===== src/rtl/execute_sys_reg_pipe_if.sv =====
// Dispatcher/downstream bundle for the system-register execute unit.
// The slave modport is the unit itself; the master modport drives it.
interface execute_sys_reg_pipe_if #(
    parameter int P_DATA_N = 32
);
    logic                iFLUSH;
    logic                iPREV_VALID;
    logic                oPREV_LOCK;
    logic [4:0]          iCMD;
    logic [P_DATA_N-1:0] iPC;
    logic [P_DATA_N-1:0] iSOURCE0;
    logic [P_DATA_N-1:0] iSOURCE1;
    logic                iPIPE_EMPTY;
    logic                oNEXT_VALID;
    logic                iNEXT_LOCK;
    logic [P_DATA_N-1:0] oOUT;
    logic                oCTRL_IDT_VALID;
    logic                oCTRL_PSR_VALID;
    logic [P_DATA_N-1:0] oCTRL_RELOAD_ADDR;

    modport slave (
        input  iFLUSH, iPREV_VALID, iCMD, iPC, iSOURCE0, iSOURCE1,
               iPIPE_EMPTY, iNEXT_LOCK,
        output oPREV_LOCK, oNEXT_VALID, oOUT, oCTRL_IDT_VALID,
               oCTRL_PSR_VALID, oCTRL_RELOAD_ADDR
    );

    modport master (
        output iFLUSH, iPREV_VALID, iCMD, iPC, iSOURCE0, iSOURCE1,
               iPIPE_EMPTY, iNEXT_LOCK,
        input  oPREV_LOCK, oNEXT_VALID, oOUT, oCTRL_IDT_VALID,
               oCTRL_PSR_VALID, oCTRL_RELOAD_ADDR
    );
endinterface


===== src/rtl/execute_sys_reg_pipe.sv =====
// System-register execute unit with a serialising commit path for IDTS/PS.
// Latency: 1 cycle for normal ops; control ops drain the pipe, then commit.
// Backpressure: output register holds under iNEXT_LOCK; oPREV_LOCK stalls dispatch.
module execute_sys_reg_pipe #(
    parameter int P_DATA_N        = 32,
    parameter int P_FIELD_LSB     = 2,
    parameter int P_FIELD_W       = 1,
    parameter int P_RELOAD_OFFSET = 4
) (
    input  logic                  iCLOCK,
    input  logic                  iRESET_SYNC,
    execute_sys_reg_pipe_if.slave bus
);
    typedef enum logic [1:0] {IDLE, DRAIN, COMMIT} state_t;
    typedef enum logic [1:0] {K_NORM, K_IDT, K_PSR} kind_t;

    function automatic logic [P_DATA_N-1:0] field_mask();
        logic [P_DATA_N-1:0] m;
        m = '0;
        for (int i = 0; i < P_DATA_N; i++) begin
            if (i < P_FIELD_W) m[i] = 1'b1;
        end
        return m;
    endfunction

    localparam logic [P_DATA_N-1:0] FIELD_MASK = field_mask();

    state_t              state;
    logic                out_vld;
    logic [P_DATA_N-1:0] out_dat;
    kind_t               out_kind;
    logic [P_DATA_N-1:0] out_addr;
    logic [P_DATA_N-1:0] hold_dat;
    kind_t               hold_kind;
    logic [P_DATA_N-1:0] hold_addr;

    logic [P_DATA_N-1:0] res_dat;
    kind_t               res_kind;
    logic [P_DATA_N-1:0] res_addr;
    logic                lock;
    logic                xfer;
    logic                accept;

    always_comb begin
        res_dat  = bus.iSOURCE0;
        res_kind = K_NORM;
        case (bus.iCMD)
            5'd1: res_dat = bus.iSOURCE1;
            5'd2: res_dat = (bus.iSOURCE0 >> P_FIELD_LSB) & FIELD_MASK;
            5'd3: res_dat = (bus.iSOURCE0 & ~(FIELD_MASK << P_FIELD_LSB))
                          | ((bus.iSOURCE1 & FIELD_MASK) << P_FIELD_LSB);
            5'd4: res_kind = K_IDT;
            5'd5: res_kind = K_PSR;
            default: ;
        endcase
    end

    assign res_addr = bus.iPC + P_DATA_N'(P_RELOAD_OFFSET);
    assign xfer     = out_vld && !bus.iNEXT_LOCK;
    assign lock     = (state != IDLE) || (out_vld && bus.iNEXT_LOCK);
    assign accept   = bus.iPREV_VALID && !lock && !bus.iFLUSH;

    always_ff @(posedge iCLOCK) begin
        if (iRESET_SYNC) begin
            state     <= IDLE;
            out_vld   <= 1'b0;
            out_dat   <= '0;
            out_kind  <= K_NORM;
            out_addr  <= '0;
            hold_dat  <= '0;
            hold_kind <= K_NORM;
            hold_addr <= '0;
        end else if (bus.iFLUSH) begin
            // Data and reload address keep their last values; only validity is dropped.
            state   <= IDLE;
            out_vld <= 1'b0;
        end else begin
            case (state)
                IDLE: begin
                    if (accept && res_kind == K_NORM) begin
                        out_vld  <= 1'b1;
                        out_dat  <= res_dat;
                        out_kind <= K_NORM;
                        out_addr <= res_addr;
                    end else begin
                        if (xfer) out_vld <= 1'b0;
                        if (accept) begin
                            hold_dat  <= res_dat;
                            hold_kind <= res_kind;
                            hold_addr <= res_addr;
                            state     <= DRAIN;
                        end
                    end
                end
                DRAIN: begin
                    if (xfer) out_vld <= 1'b0;
                    if (bus.iPIPE_EMPTY && (!out_vld || xfer)) begin
                        out_vld  <= 1'b1;
                        out_dat  <= hold_dat;
                        out_kind <= hold_kind;
                        out_addr <= hold_addr;
                        state    <= COMMIT;
                    end
                end
                COMMIT: begin
                    if (xfer) begin
                        out_vld <= 1'b0;
                        state   <= IDLE;
                    end
                end
                default: state <= IDLE;
            endcase
        end
    end

    assign bus.oPREV_LOCK        = lock;
    assign bus.oNEXT_VALID       = out_vld;
    assign bus.oOUT              = out_dat;
    assign bus.oCTRL_RELOAD_ADDR = out_addr;
    assign bus.oCTRL_IDT_VALID   = xfer && (out_kind == K_IDT);
    assign bus.oCTRL_PSR_VALID   = xfer && (out_kind == K_PSR);
endmodule


===== src/flat_wrapper.sv =====
// flat-port wrapper written by rule: the top's interface ports become plain ports
module execute_sys_reg_pipe_flat 
#(
    parameter int P_DATA_N        = 32,
    parameter int P_FIELD_LSB     = 2,
    parameter int P_FIELD_W       = 1,
    parameter int P_RELOAD_OFFSET = 4
)
  (iCLOCK, iRESET_SYNC, bus_iFLUSH, bus_iPREV_VALID, bus_iCMD, bus_iPC, bus_iSOURCE0, bus_iSOURCE1, bus_iPIPE_EMPTY, bus_iNEXT_LOCK, bus_oPREV_LOCK, bus_oNEXT_VALID, bus_oOUT, bus_oCTRL_IDT_VALID, bus_oCTRL_PSR_VALID, bus_oCTRL_RELOAD_ADDR);
  execute_sys_reg_pipe_if #(.P_DATA_N(P_DATA_N)) bus_i ();
  input  logic iCLOCK;
  input  logic iRESET_SYNC;
  input wire logic [$bits(bus_i.iFLUSH)-1:0] bus_iFLUSH;
  input wire logic [$bits(bus_i.iPREV_VALID)-1:0] bus_iPREV_VALID;
  input wire logic [$bits(bus_i.iCMD)-1:0] bus_iCMD;
  input wire logic [$bits(bus_i.iPC)-1:0] bus_iPC;
  input wire logic [$bits(bus_i.iSOURCE0)-1:0] bus_iSOURCE0;
  input wire logic [$bits(bus_i.iSOURCE1)-1:0] bus_iSOURCE1;
  input wire logic [$bits(bus_i.iPIPE_EMPTY)-1:0] bus_iPIPE_EMPTY;
  input wire logic [$bits(bus_i.iNEXT_LOCK)-1:0] bus_iNEXT_LOCK;
  output wire logic [$bits(bus_i.oPREV_LOCK)-1:0] bus_oPREV_LOCK;
  output wire logic [$bits(bus_i.oNEXT_VALID)-1:0] bus_oNEXT_VALID;
  output wire logic [$bits(bus_i.oOUT)-1:0] bus_oOUT;
  output wire logic [$bits(bus_i.oCTRL_IDT_VALID)-1:0] bus_oCTRL_IDT_VALID;
  output wire logic [$bits(bus_i.oCTRL_PSR_VALID)-1:0] bus_oCTRL_PSR_VALID;
  output wire logic [$bits(bus_i.oCTRL_RELOAD_ADDR)-1:0] bus_oCTRL_RELOAD_ADDR;
  assign bus_i.iFLUSH = bus_iFLUSH;
  assign bus_i.iPREV_VALID = bus_iPREV_VALID;
  assign bus_i.iCMD = bus_iCMD;
  assign bus_i.iPC = bus_iPC;
  assign bus_i.iSOURCE0 = bus_iSOURCE0;
  assign bus_i.iSOURCE1 = bus_iSOURCE1;
  assign bus_i.iPIPE_EMPTY = bus_iPIPE_EMPTY;
  assign bus_i.iNEXT_LOCK = bus_iNEXT_LOCK;
  assign bus_oPREV_LOCK = bus_i.oPREV_LOCK;
  assign bus_oNEXT_VALID = bus_i.oNEXT_VALID;
  assign bus_oOUT = bus_i.oOUT;
  assign bus_oCTRL_IDT_VALID = bus_i.oCTRL_IDT_VALID;
  assign bus_oCTRL_PSR_VALID = bus_i.oCTRL_PSR_VALID;
  assign bus_oCTRL_RELOAD_ADDR = bus_i.oCTRL_RELOAD_ADDR;
  execute_sys_reg_pipe #(.P_DATA_N(P_DATA_N), .P_FIELD_LSB(P_FIELD_LSB), .P_FIELD_W(P_FIELD_W), .P_RELOAD_OFFSET(P_RELOAD_OFFSET)) u_core (.iCLOCK(iCLOCK), .iRESET_SYNC(iRESET_SYNC), .bus(bus_i));
endmodule

===== config.mk =====
export PLATFORM = sky130hd
export DESIGN_NAME = execute_sys_reg_pipe_flat
export DESIGN_NICKNAME = d
export VERILOG_FILES = /design/src/rtl/execute_sys_reg_pipe_if.sv /design/src/rtl/execute_sys_reg_pipe.sv /design/src/flat_wrapper.sv
export SDC_FILE = /design/constraint.sdc
export NUM_CORES = 1
export LEC_CHECK = 0
export CAP_MARGIN = 30
export CORE_MARGIN = 4
export CORE_UTILIZATION = 35
export CTS_BUF_LIST = sky130_fd_sc_hd__clkbuf_2
export CTS_CLUSTER_SIZE = 24
export DETAILED_ROUTE_END_ITERATION = 10
export PLACE_DENSITY = 0.67
export SKIP_CTS_REPAIR_TIMING = 1
export SYNTH_ARGS = -nofsm -noshare
export SYNTH_HDL_FRONTEND = slang
export SYNTH_SLANG_ARGS = --single-unit

===== constraint.sdc =====
create_clock -name iCLOCK -period 1.9 [get_ports iCLOCK]
set_input_delay 0.285 -clock iCLOCK [delete_from_list [all_inputs] [get_ports iCLOCK]]
set_output_delay 0.285 -clock iCLOCK [all_outputs]
set_load 0.02 [all_outputs]

; ---- Word-level counts from Yosys, hierarchy flattened
; Cells that the tools add are included.
[classes]
add_sub_neg = 1
multipliers = 0
n_div = 0
n_lt_le_gt_ge = 0
eq_ne = 14
n_shift = 0
mux = 20
bitwise_logic = 3
n_reduce_logical = 23
[ops]
columns = operator, n
row1 = 32-bit two-way mux, 4
row2 = 32-bit case mux with 2 select lines, 2
row3 = 32-bit case mux with 3 select lines, 1
row4 = "32-bit by 3-bit adder with 32-bit output, second input constant", 1
row5 = 32-bit by 3-bit bitwise OR with 32-bit output, 1
row6 = 2-bit two-way mux, 6
row7 = 4-bit AND reduction, 3
row8 = "5-bit by 2-bit == test with 1-bit output, second input constant", 2
row9 = "5-bit by 3-bit == test with 1-bit output, second input constant", 2
row10 = 1-bit logical AND, 8
row11 = "2-bit by 1-bit inequality test with 1-bit output, second input constant", 4
row12 = 2-bit case mux with 2 select lines, 2
row13 = 2-bit case mux with 3 select lines, 1
row14 = "5-bit by 1-bit == test with 1-bit output, second input constant", 1
row15 = "2-bit by 1-bit == test with 1-bit output, second input constant", 2
row16 = "2-bit == test, second input constant", 2
row17 = 1-bit logical NOT, 4
row18 = 2-bit logical NOT, 2
row19 = 2-bit nonzero test, 2
row20 = 1-bit two-way mux, 3
row21 = 1-bit case mux with 3 select lines, 1
row22 = 3-bit nonzero test, 1
row23 = 1-bit logical OR, 2
row24 = "2-bit inequality test, second input constant", 1
row25 = other kinds (2), 3
[word_totals]
ff_bits = 135
latchBits = 0
ram_bits = 0
mem_bits_ro = 0
in_bits = 107
elab_cells = 69
mem_count = 0

; ---- Depth between registers and ports, before layout
; Gate-level depths: netlist (run 1).
[depth]
ltp_word = 8
depth_mapped = 8
mapped_depth_nobuf = 6

; ---- Worst setup path after synthesis (run 1)
; No wires, ideal clock.
[synth_timing]
kind = in2reg
from = in bus_iCMD[1]
to = reg u_core.out_addr[13], in the netlist u_core.bus.oCTRL_RELOAD_ADDR[13]
setup_time_ns = 0.117
t_arrival_ns = 1.791
t_required_ns = 1.783
slack_ns = -0.008
stages = 7
path_buffers = 3
path_cell_list = buf_6 or4b_4 a311oi_2 nor3_1 buf_2 buf_6 a22o_1
[synth_via]
elab_chain_cells = 6
word_cells_on_any_way = 7
classes_between = eq/ne (3) / mux (1) / reduce/logical (3)
[synth_lines]
columns = item, line_no
row1 = from (decl), flat_wrapper.sv:15  ; input wire logic [$bits(bus_i.iCMD)-1:0] bus_iCMD;
row2 = 5-bit by 3-bit == test with 1-bit output, execute_sys_reg_pipe.sv:47  ; case (bus.iCMD)
row3 = 2-bit case mux with 2 select lines *, execute_sys_reg_pipe.sv:47
row4 = 2-bit logical NOT *, execute_sys_reg_pipe.sv:80  ; if (accept && res_kind == K_NORM) begin
row5 = 1-bit logical AND *, execute_sys_reg_pipe.sv:80
row6 = 2-bit by 1-bit inequality test with 1-bit output (no source line) *, -
row7 = 4-bit AND reduction (no source line) *, -
row8 = to (signal assigned), execute_sys_reg_pipe.sv:84  ; out_addr <= res_addr;
row9 = to (signal assigned), execute_sys_reg_pipe.sv:101  ; out_addr <= hold_addr;
row10 = to (decl), execute_sys_reg_pipe.sv:32  ; logic [P_DATA_N-1:0] out_addr;
; Every way passes the cells marked *; elsewhere a longest branch is shown, timed or not.
; A chain may end at the register's enable or synchronous reset.

; ---- Final worst setup path (run 1)
[layout_timing]
from = reg u_core.out_vld, in the netlist u_core.bus.oNEXT_VALID
to = out bus_oCTRL_IDT_VALID
[layout_via]
elab_chain_cells = 2
[layout_lines]
columns = item, line_no
row1 = from (decl), execute_sys_reg_pipe.sv:29  ; logic out_vld;
row2 = from (signal assigned), execute_sys_reg_pipe.sv:66  ; out_vld <= 1'b0;
row3 = from (signal assigned), execute_sys_reg_pipe.sv:76  ; out_vld <= 1'b0;
row4 = from (signal assigned), execute_sys_reg_pipe.sv:81  ; out_vld <= 1'b1;
row5 = 1-bit logical AND, execute_sys_reg_pipe.sv:59  ; assign xfer = out_vld && !bus.iNEXT_LOCK;
row6 = 1-bit logical AND, execute_sys_reg_pipe.sv:120  ; assign bus.oCTRL_IDT_VALID = xfer && (out_kind == K_IDT);
row7 = to (decl), flat_wrapper.sv:24  ; output wire logic [$bits(bus_i.oCTRL_IDT_VALID)-1:0] bus_oCTRL_IDT_VALID;
; No other way between the ends.

==> run summary, run 1 <==
Largest family of logic cells by synthesized area -> compound AO/OA/AOI/OAI gates
GRT Util Overall -> 0.186
CP peak stage delay -> 0.42 ns
Metal3 WL -> 999 um
Ports -> 175
Final Critical Period -> 1.98 ns
Post-synthesis cell type count -> 64
Placer congestion estimate -> 0.824
Max VDD drop -> 408 uV
Register area share after synthesis -> 0.436
Maxcap violations -> 0
Initial core utilization -> 0.358
Failing checks -> negative setup slack
Share of the synthesized area in the top cell type -> 0.436
Reg2reg setup slack -> -0.07 ns
Share of cells above drive strength 1 -> 0.193
Core area -> 17300 um^2
Slew @ Worst Pin -> 0.469 ns
Met1 wire length -> 8.96 mm
Filler cell count -> 1583
Critical Path End Type -> output pin
Cell Area, Placed -> 8880 um^2
Pin count of the biggest net entering global routing -> 69
Syn. warnings -> 0
Post-synthesis mux area share -> 0.00343
Clk_skew -> 0.0304 ns
Post-route cell area -> 9650 um^2
Outcome -> finished, violations left
Synth Area in Simple Gates -> 0.183
Cell area after technology mapping -> 6190 um^2
Endpoints failing setup -> 46
DRT antenna net count -> 0
Chip height -> 141 um
Crit-path cells -> inv_2, nor4b_4, buf_4, buf_6
Post-route setup TNS -> -1.57 ns
Port Buffers -> 174
Metal2 WL -> 9.49 mm
Final Net Count -> 1081
Detailed-route via count -> 6256
Number of synthesized register bits -> 135
Area grow syn2layout -> 55.7%
EDFF count, synth -> 0
Worst min path class -> in -> reg
Most common cell in the netlist -> dfxtp_1
Crit Path Class -> reg -> out
Adder-cell share of the synthesized area -> 0.00202
Hold Vio Cnt, Final -> 0
Mapped Nets -> 827
Compound-gate portion of the synthesized area -> 0.284
Non-filler cells, final -> 1211
RSZ-0062 raised after global routing -> true
Drt drc -> 0
Share of async-settable or async-resettable flops after synthesis -> 0
Initial antenna violation count -> 1
Die W -> 141 um
Drt initial violations -> 264
Worst Path Arrival -> 1.69 ns
Clock transition at the registers of the reported paths -> 0.22 ns
Crit path required time -> 1.62 ns
Die ar. -> 19900 um^2
Crit-path max FO -> 4
First-pass DRT Iterations -> 5
Max Freq -> 0.505 GHz
Crit share post-route -> 1.04
Final setup margin -> -0.0787 ns
Htree depth -> 4
Slew Viols, Final -> 0
Row Count -> 48
Synth top area cells -> dfxtp_1 44%, a211oi_1 6.8%, a22o_1 5.7%
Post-synthesis xor/xnor area fraction -> 0.0382
Ys flop type -> dfxtp_1
Slowest CP cell -> dfxtp_4
Worst relative slew slack -> 0.687
Pwr Total -> 6.17 mW
Vias in the first global route -> 5917
CTS Root Cell -> clkbuf_2
Startpoint Class -> flop
Pwr/cell area -> 640 nW/um^2
Crit path buffers/inverters -> 3
Post-synth top area cell -> dfxtp_1
CTS buffer count -> 17
Leakage -> 4.58 nW
Clk buf depth -> 2
DR vias/cell -> 5.17
Worst-skew pair later-pin latency -> 0.71 ns
DRT Wirelength -> 19.8 mm
Pre-CTS setup slack -> -0.489 ns
WL/cell -> 16.3 um
Gate Count Post-Synth -> 719
Placed Instances -> 1167
Hpwl dp -> 13.6 mm
CP top delay family -> flip-flops
Remaining Overflow, GRT -> 0
Most frequent cells after synthesis -> 135 x dfxtp_1, 88 x nand2_1, 80 x nor2_1, 56 x a211oi_1, 47 x o21ai_0
Syn avg cell area -> 8.61 um^2
Clock sink count -> 135
First-pass GRT wire length -> 29.8 mm
Top layer in use -> met4
CTS tree -> built
## routing by layer
| layer | GRT usage | up-vias |
|---|---|---|
| met4 | 0.0561 | 0 |
| met3 | 0.0478 | 20 |
| met2 | 0.306 | 159 |
| met1 | 0.241 | 2914 |
| met5 | 0 | - |
| li1 | - | 3163 |
## flip-flops by register name, indices dropped and copies added (netlist names)
signal	cells
u_core.bus.oNEXT_VALID	1
u_core.bus.oOUT	32
u_core.out_kind	2
u_core.hold_addr	32
u_core.hold_kind	2
u_core.bus.oCTRL_RELOAD_ADDR	32
u_core.hold_dat	32
u_core.state	2
## area by class of cell
class	instances	area, um^2	share of cell area
Multi-Input combinational cell	517	3270	0.339
Clock buffer	18	90.1	0.00934
Sequential cell	135	2710	0.281
Antenna cell	1	2.50	0.000259
Timing Repair Buffer	296	3040	0.315
Clock inverter	13	229	0.0237
Tap cell	225	282	0.0292
Inverter	6	22.5	0.00233
## layout by cell type (no fill, tap or decap), types with 12 or more instances in the layout
master           count
a211oi_1            53
nor2_1              78
buf_4              102
dfxtp_1            132
nor3_1              16
nand2_1             86
clkdlybuf4s50_1    105
a22oi_1             36
clkbuf_2            18
a22o_1              40
a21oi_1             14
o21ai_0             45
nand4_1             12
dlymetal6s2s_1      64
xnor2_1             17
## where the power goes
part / switching, mW / leakage [nW] / internal, mW / total, mW
clock network: 1.10 / 0.174 / 1.12 / 2.22
logic: 0.453 / 3.31 / 0.560 / 1.01
registers: 0.0362 / 1.09 / 2.90 / 2.94
total: 1.59 / 4.58 / 4.58 / 6.17
## per-stage QoR
| step | hold slack (ns) | utilization |
|---|---|---|
| 2_1_floorplan | 0.364 | - |
| 3_3_place_gp | 0.441 | 0.513 |
| 3_5_place_dp | 0.447 | 0.513 |
| 4_1_cts | -0.188 | 0.532 |
| 5_1_grt | 0.0819 | 0.558 |
| 6_report | 0.130 | 0.558 |
## worst min-delay path: cells and delay by family
family	cells	cell delay [ns]
AOI/OAI and AO/OA	1	0.05
buffers and inverters	1	0.43
and+or+nand+nor	1	0.07
## logic make-up after synthesis
logic type                 count (synthesis)
adders and majority gates                  1
muxes                                      2
AOI/OAI and AO/OA                        243
xor gates and xnor gates                  27
buffers and inverters                     67
and+or+nand+nor                          244
DFF                                      135
## worst paths after layout
path	startpoint	end	cells past startpoint
setup / recovery	u_core.bus.oNEXT_VALID$_SDFFE_PP0P_	bus_oCTRL_IDT_VALID	4
hold / removal	bus_iPC[1]	u_core.hold_addr[1]$_SDFFE_PP0P_	3
setup reg to reg	u_core.bus.oNEXT_VALID$_SDFFE_PP0P_	u_core.bus.oCTRL_RELOAD_ADDR[13]$_SDFFE_PP0P_	7
hold reg to reg	u_core.bus.oCTRL_RELOAD_ADDR[4]$_SDFFE_PP0P_	u_core.bus.oCTRL_RELOAD_ADDR[4]$_SDFFE_PP0P_	2
(Power assumes the default switching activity.)
==> run 2, diff against run 1 <==
--- a/config.mk
+++ b/config.mk
@@ -6,9 +6,7 @@
 export NUM_CORES = 1
 export LEC_CHECK = 0
 export CAP_MARGIN = 30
-export CORE_MARGIN = 4
 export CORE_UTILIZATION = 35
-export CTS_BUF_LIST = sky130_fd_sc_hd__clkbuf_2
 export CTS_CLUSTER_SIZE = 24
 export DETAILED_ROUTE_END_ITERATION = 10
 export PLACE_DENSITY = 0.67
@@ -16,3 +14,4 @@
 export SYNTH_ARGS = -nofsm -noshare
 export SYNTH_HDL_FRONTEND = slang
 export SYNTH_SLANG_ARGS = --single-unit
+export TNS_END_PERCENT = 20
==> run 2 against run 1 <==
Net effect:
- the run now ends clean
- critical path depth increased by 2
- power increased by 21%
- sequential share of layout area increased by 0.065 points
- clock power increased by 62%
==> run summary, run 2 (synthesis results as in run 1) <==
Pin count of the biggest net entering global routing -> 64 (-7.2%)
Most common cell after layout, fill and taps aside -> clkdlybuf4s50_1
Leading cell types in the layout, fill and taps excluded -> 163 x clkdlybuf4s50_1, 132 x dfxtp_1, 99 x buf_4, 87 x nand2_1, 80 x nor2_1
Port Buffers -> 174 (unchanged)
Outcome -> completed
Hpwl dp -> 13.3 mm (-2.2%)
Drt initial violations -> 372 (+41%)
CTS tree -> built
Crit share post-route -> 0.977 (-0.0647)
Die ar. -> 18200 um^2 (-8.3%)
CTS Root Cell -> clkbuf_16
Final Net Count -> 1068 (-1.2%)
First-pass GRT wire length -> 29.6 mm (-0.93%)
Fin util -> 0.555 (-0.00231)
Crit-path max FO -> 5 (+1)
Max Freq -> 0.539 GHz (+6.6%)
Ports -> 175 (unchanged)
Worst Path Arrival -> 2.13 ns (+0.44 ns)
Chip height -> 135 um (-4.3%)
Drt drc -> 0 (unchanged)
Remaining Overflow, GRT -> 0 (unchanged)
Critical Path End Type -> flop
Slew @ Worst Pin -> 0.756 ns (+0.287 ns)
Worst-skew pair later-pin latency -> 0.42 ns (-0.29 ns)
Hold Vio Cnt, Final -> 0 (unchanged)
Crit Path Class -> in -> reg
Diode count -> 0 (-1)
Htree depth -> 4 (unchanged)
Clock sink count -> 135 (unchanged)
Row Count -> 48 (unchanged)
Max VDD drop -> 657 uV (+61%)
Pwr Total -> 7.50 mW (+21%)
Final Critical Period -> 1.86 ns (-0.123 ns)
Cell Area, Placed -> 8820 um^2 (-0.68%)
Worst min path class -> in -> reg
WL/cell -> 15.9 um (-2.5%)
Leakage -> 3.58 nW (-22%)
Detailed-route via count -> 6186 (-1.1%)
First-pass DRT Iterations -> 4 (-1)
Initial core utilization -> 0.358 (unchanged)
Maxcap violations -> 0 (unchanged)
GRT Util Overall -> 0.209 (+0.0232)
Placed Instances -> 1164 (-0.26%)
Core area -> 17300 um^2 (unchanged)
Die W -> 135 um (-4.3%)
Placer congestion estimate -> 0.850 (+3.1%)
RSZ-0062 raised after global routing -> true
Share of cells above drive strength 1 -> 0.180 (-0.0130)
DRT antenna net count -> 0 (unchanged)
Slew Viols, Final -> 0 (unchanged)
Initial antenna violation count -> 0 (-1)
Area grow syn2layout -> 55.1%
Crit path required time -> 2.17 ns (+0.55 ns)
Clk_skew -> 0.00657 ns (-0.0238 ns)
Post-route cell area -> 9610 um^2 (-0.42%)
Pwr/cell area -> 780 nW/um^2 (+22%)
Vias in the first global route -> 5744 (-2.9%)
Endpoints failing setup -> 0 (-100%)
CTS buffer count -> 17 (unchanged)
Non-filler cells, final -> 1198 (-1.1%)
DRT Wirelength -> 19.1 mm (-3.6%)
Clk buf depth -> 2 (unchanged)
Clock transition at the registers of the reported paths -> 0.06 ns (-0.16 ns)
DR vias/cell -> 5.16 (about the same)
Worst relative slew slack -> 0.496 (-0.191)
Startpoint Class -> input pin
## run 2: changes by cell type in the layout (fill, tap and decap cells not counted), sizes merged
| cell | before | now |
|---|---|---|
| dlymetal6s2s | 64 | 9 |
| diode | 1 | 0 |
| clkbuf | 22 | 23 |
| bufinv | 6 | 4 |
| dlygate4sd3 | 1 | 0 |
| clkdlybuf4s50 | 105 | 163 |
| buf | 122 | 109 |
## run 2: worst paths after layout
check                                                      from                                       endpoint  slack [ns]  cells past startpoint
setup / recovery                                     bus_iPC[7]  u_core.bus.oCTRL_RELOAD_ADDR[29]$_SDFFE_PP0P_        0.04                      6
hold / removal                                      iRESET_SYNC  u_core.bus.oCTRL_RELOAD_ADDR[16]$_SDFFE_PP0P_        0.17                      2
setup reg to reg            u_core.bus.oNEXT_VALID$_SDFFE_PP0P_   u_core.bus.oCTRL_RELOAD_ADDR[7]$_SDFFE_PP0P_        0.13                      8
hold reg to reg   u_core.bus.oCTRL_RELOAD_ADDR[21]$_SDFFE_PP0P_  u_core.bus.oCTRL_RELOAD_ADDR[21]$_SDFFE_PP0P_        0.45                      2
## run 2: worst max-delay path, cell delays in order
cell	delay [ns]
clkdlybuf4s50_1	0.50
nand3_2	0.15
or4_4	0.61
nor4_2	0.26
xnor2_1	0.21
o22ai_1	0.12
## run 2: report_power, final
part | leakage, nW | total [mW] | switching [mW] | internal (mW)
sequential | 1.09 | 2.94 | 0.0397 | 2.90
combinational | 2.17 | 0.958 | 0.436 | 0.522
clock | 0.311 | 3.60 | 1.26 | 2.33
## run 2: per-stage QoR
stage / setup TNS, ns / hold slack [ns] / worst slack, ns
finish: 0 / 0.171 / 0.0443
global route: -0.109 / 0.183 / -0.0329
CTS: -4.86 / 0.154 / -0.406
detailed placement: -51.41 / 0.447 / -0.563
global placement: -48.67 / 0.441 / -0.493
floorplan: 0 / 0.364 / 0.0307
## run 2: final cells by class
class                           instances  area (um^2)
Timing Repair Buffer                  283         2690
Clock buffer                           21          480
Inverter                                6         22.5
Sequential cell                       135         2710
Multi-Input combinational cell        517         3250
Fill cell                            1592         7690
Clock inverter                         11          170
Tap cell                              225          282
## run 2: layer usage
metal / vias up / global-route usage / routed length, um
met1: 2866 / 0.280 / 8950
met3: 14 / 0.0462 / 974
met5: - / 0 / 0
met2: 167 / 0.341 / 8960
met4: 0 / 0.0512 / 180
li1: 3139 / - / -
==> run 3, diff against run 2 <==
--- a/config.mk
+++ b/config.mk
@@ -7,9 +7,10 @@
 export LEC_CHECK = 0
 export CAP_MARGIN = 30
 export CORE_UTILIZATION = 35
+export CTS_CLUSTER_DIAMETER = 80
 export CTS_CLUSTER_SIZE = 24
 export DETAILED_ROUTE_END_ITERATION = 10
-export PLACE_DENSITY = 0.67
+export PLACE_DENSITY = 0.65
 export SKIP_CTS_REPAIR_TIMING = 1
 export SYNTH_ARGS = -nofsm -noshare
 export SYNTH_HDL_FRONTEND = slang
==> constraint.sdc (replaced) <==
create_clock -name iCLOCK -period 1.85 [get_ports iCLOCK]
set_input_delay 0.2775 -clock iCLOCK [delete_from_list [all_inputs] [get_ports iCLOCK]]
set_output_delay 0.2775 -clock iCLOCK [all_outputs]
set_load 0.02 [all_outputs]
==> run 3 against run 2 <==
Net effect:
- clock power grew 2%
- critical endpoint is now u_core.hold_addr[25]$_SDFFE_PP0P_
- sequential share of layout area fell by 0.28 points
- via count increased by 0.73%
- combinational power is 4.1% higher
- count of clock-buffer cells in the layout down 2
- critical path depth unchanged
- hold slack improved by 0.043 ns
- design area up 0.92%
- largest cell class unchanged
- non-clock buffer count fell by 6
- final cell count is 0.50% lower
- first-iteration DRC count grew 1.9%
- highest routed layer unchanged
==> run summary, run 3 (synthesis results as in run 1) <==
Worst relative slew slack -> 0.697 (+0.201)
Initial antenna violation count -> 0 (unchanged)
Startpoint Class -> input pin
WL/cell -> 16.3 um (+2.5%)
Placer congestion estimate -> 0.876 (+3.0%)
Clk_skew -> 0.00600 ns (-0.000567 ns)
Post-route setup TNS -> 0 ns (unchanged)
Crit share post-route -> 0.974
Row Count -> 48 (unchanged)
DR vias/cell -> 5.23 (+1.2%)
Max Freq -> 0.555 GHz
Hold Vio Cnt, Final -> 0 (unchanged)
Worst min path class -> in -> reg
Slew @ Worst Pin -> 0.454 ns (-0.302 ns)
First-pass GRT wire length -> 29.4 mm (-0.54%)
Outcome -> completed
Die W -> 135 um (unchanged)
Diode count -> 0 (unchanged)
Pre-CTS setup slack -> -0.539 ns (+0.0237 ns)
Crit-path max FO -> 5 (unchanged)
Hpwl dp -> 13.2 mm (-0.96%)
Vias in the first global route -> 5686 (-1.0%)
Pwr/cell area -> 791 nW/um^2 (+1.4%)
Port Buffers -> 174 (unchanged)
Share of cells above drive strength 1 -> 0.184 (+0.00422)
Endpoints failing setup -> 0 (unchanged)
Worst hold slack -> 0.214 ns (+0.0431 ns)
Drt initial violations -> 379 (+1.9%)
Filler cell count -> 1580 (-0.75%)
Ports -> 175 (unchanged)
Clk buf depth -> 2 (unchanged)
Maxcap violations -> 0 (unchanged)
Critical Path End Type -> flop
Final setup margin -> 0.0484 ns (+0.00418 ns)
First-pass DRT Iterations -> 4 (unchanged)
CTS tree -> built
RSZ-0062 raised after global routing -> true
Area grow syn2layout -> 56.5%
Pwr Total -> 7.67 mW (+2.3%)
Detailed-route via count -> 6231 (+0.73%)
Post-route cell area -> 9690 um^2 (+0.92%)
GRT Util Overall -> 0.208 (-0.00121)
Slew Viols, Final -> 0 (unchanged)
Clock transition at the registers of the reported paths -> 0.06 ns (about the same)
Final Net Count -> 1062 (-0.56%)
Leakage -> 3.60 nW (+0.64%)
Core area -> 17300 um^2 (unchanged)
Clock sink count -> 135 (unchanged)
CTS Root Cell -> clkbuf_16
Remaining Overflow, GRT -> 0 (unchanged)
Crit Path Class -> in -> reg
Htree depth -> 4 (unchanged)
Crit path required time -> 2.19 ns (+0.02 ns)
Die ar. -> 18200 um^2 (unchanged)
DRT Wirelength -> 19.5 mm (+2.0%)
Most common cell after layout, fill and taps aside -> clkdlybuf4s50_1
Final Critical Period -> 1.80 ns
Worst-skew pair later-pin latency -> 0.42 ns (about the same)
Cell Area, Placed -> 8760 um^2 (-0.74%)
Leading cell types in the layout, fill and taps excluded -> 161 x clkdlybuf4s50_1, 134 x dfxtp_1, 87 x nand2_1, 86 x buf_4, 80 x nor2_1
DRT antenna net count -> 0 (unchanged)
Initial core utilization -> 0.358 (unchanged)
Drt drc -> 0 (unchanged)
Worst Path Arrival -> 2.14 ns (about the same)
CTS buffer count -> 17 (unchanged)
Max VDD drop -> 652 uV (-0.73%)
Pin count of the biggest net entering global routing -> 47 (-27%)
Chip height -> 135 um (unchanged)
[run 3: worst paths after layout]
path              cells past startpoint                                          from  slack [ns]                                            end
hold reg to reg                       2  u_core.bus.oCTRL_RELOAD_ADDR[5]$_SDFFE_PP0P_        0.45   u_core.bus.oCTRL_RELOAD_ADDR[5]$_SDFFE_PP0P_
setup / recovery                      6                                    bus_iPC[7]        0.05              u_core.hold_addr[25]$_SDFFE_PP0P_
setup reg to reg                      7           u_core.bus.oNEXT_VALID$_SDFFE_PP0P_        0.09  u_core.bus.oCTRL_RELOAD_ADDR[15]$_SDFFE_PP0P_
hold / removal                        3                                   iRESET_SYNC        0.21                   u_core.state[0]$_SDFFE_PP0P_
[run 3: final cells by class]
cell class / instances / area (um^2) / share of cell area
repair buffers: 277 / 2700 / 0.278
inverters: 6 / 22.5 / 0.00232
clock buffers: 19 / 443 / 0.0457
multi-input cells: 517 / 3350 / 0.346
well taps: 225 / 282 / 0.0290
flip-flops and latches: 135 / 2700 / 0.279
clock inverters: 13 / 194 / 0.0200
[run 3: stage by stage]
stage / util / instances
after CTS: 0.543 / 1184
after floorplan: - / 719
after detailed placement: 0.506 / 1152
after global routing: 0.560 / 1192
after global placement: 0.506 / 1152
final: 0.560 / 1192
[run 3: critical path: stages]
cell and delay, ns:
clkdlybuf4s50_1 0.51, nand3_2 0.15, or4_4 0.64, nor3_1 0.22, xnor2_1 0.12, a211oi_1 0.22
[run 3: where the power goes]
part           internal (mW)  leakage (nW)  switching [mW]  total, mW
combinational          0.541          2.21           0.456      0.997
clock                   2.31         0.297            1.35       3.66
sequential              2.98          1.09          0.0387       3.02
[run 3: routing by layer]
layer  vias up  share of wire  global-route usage
met4         0          0.018              0.0774
met3        28          0.051              0.0488
met1      2898           0.47               0.277
li1       3127              -                   -
met5         -              0                   0
met2       178           0.46               0.326
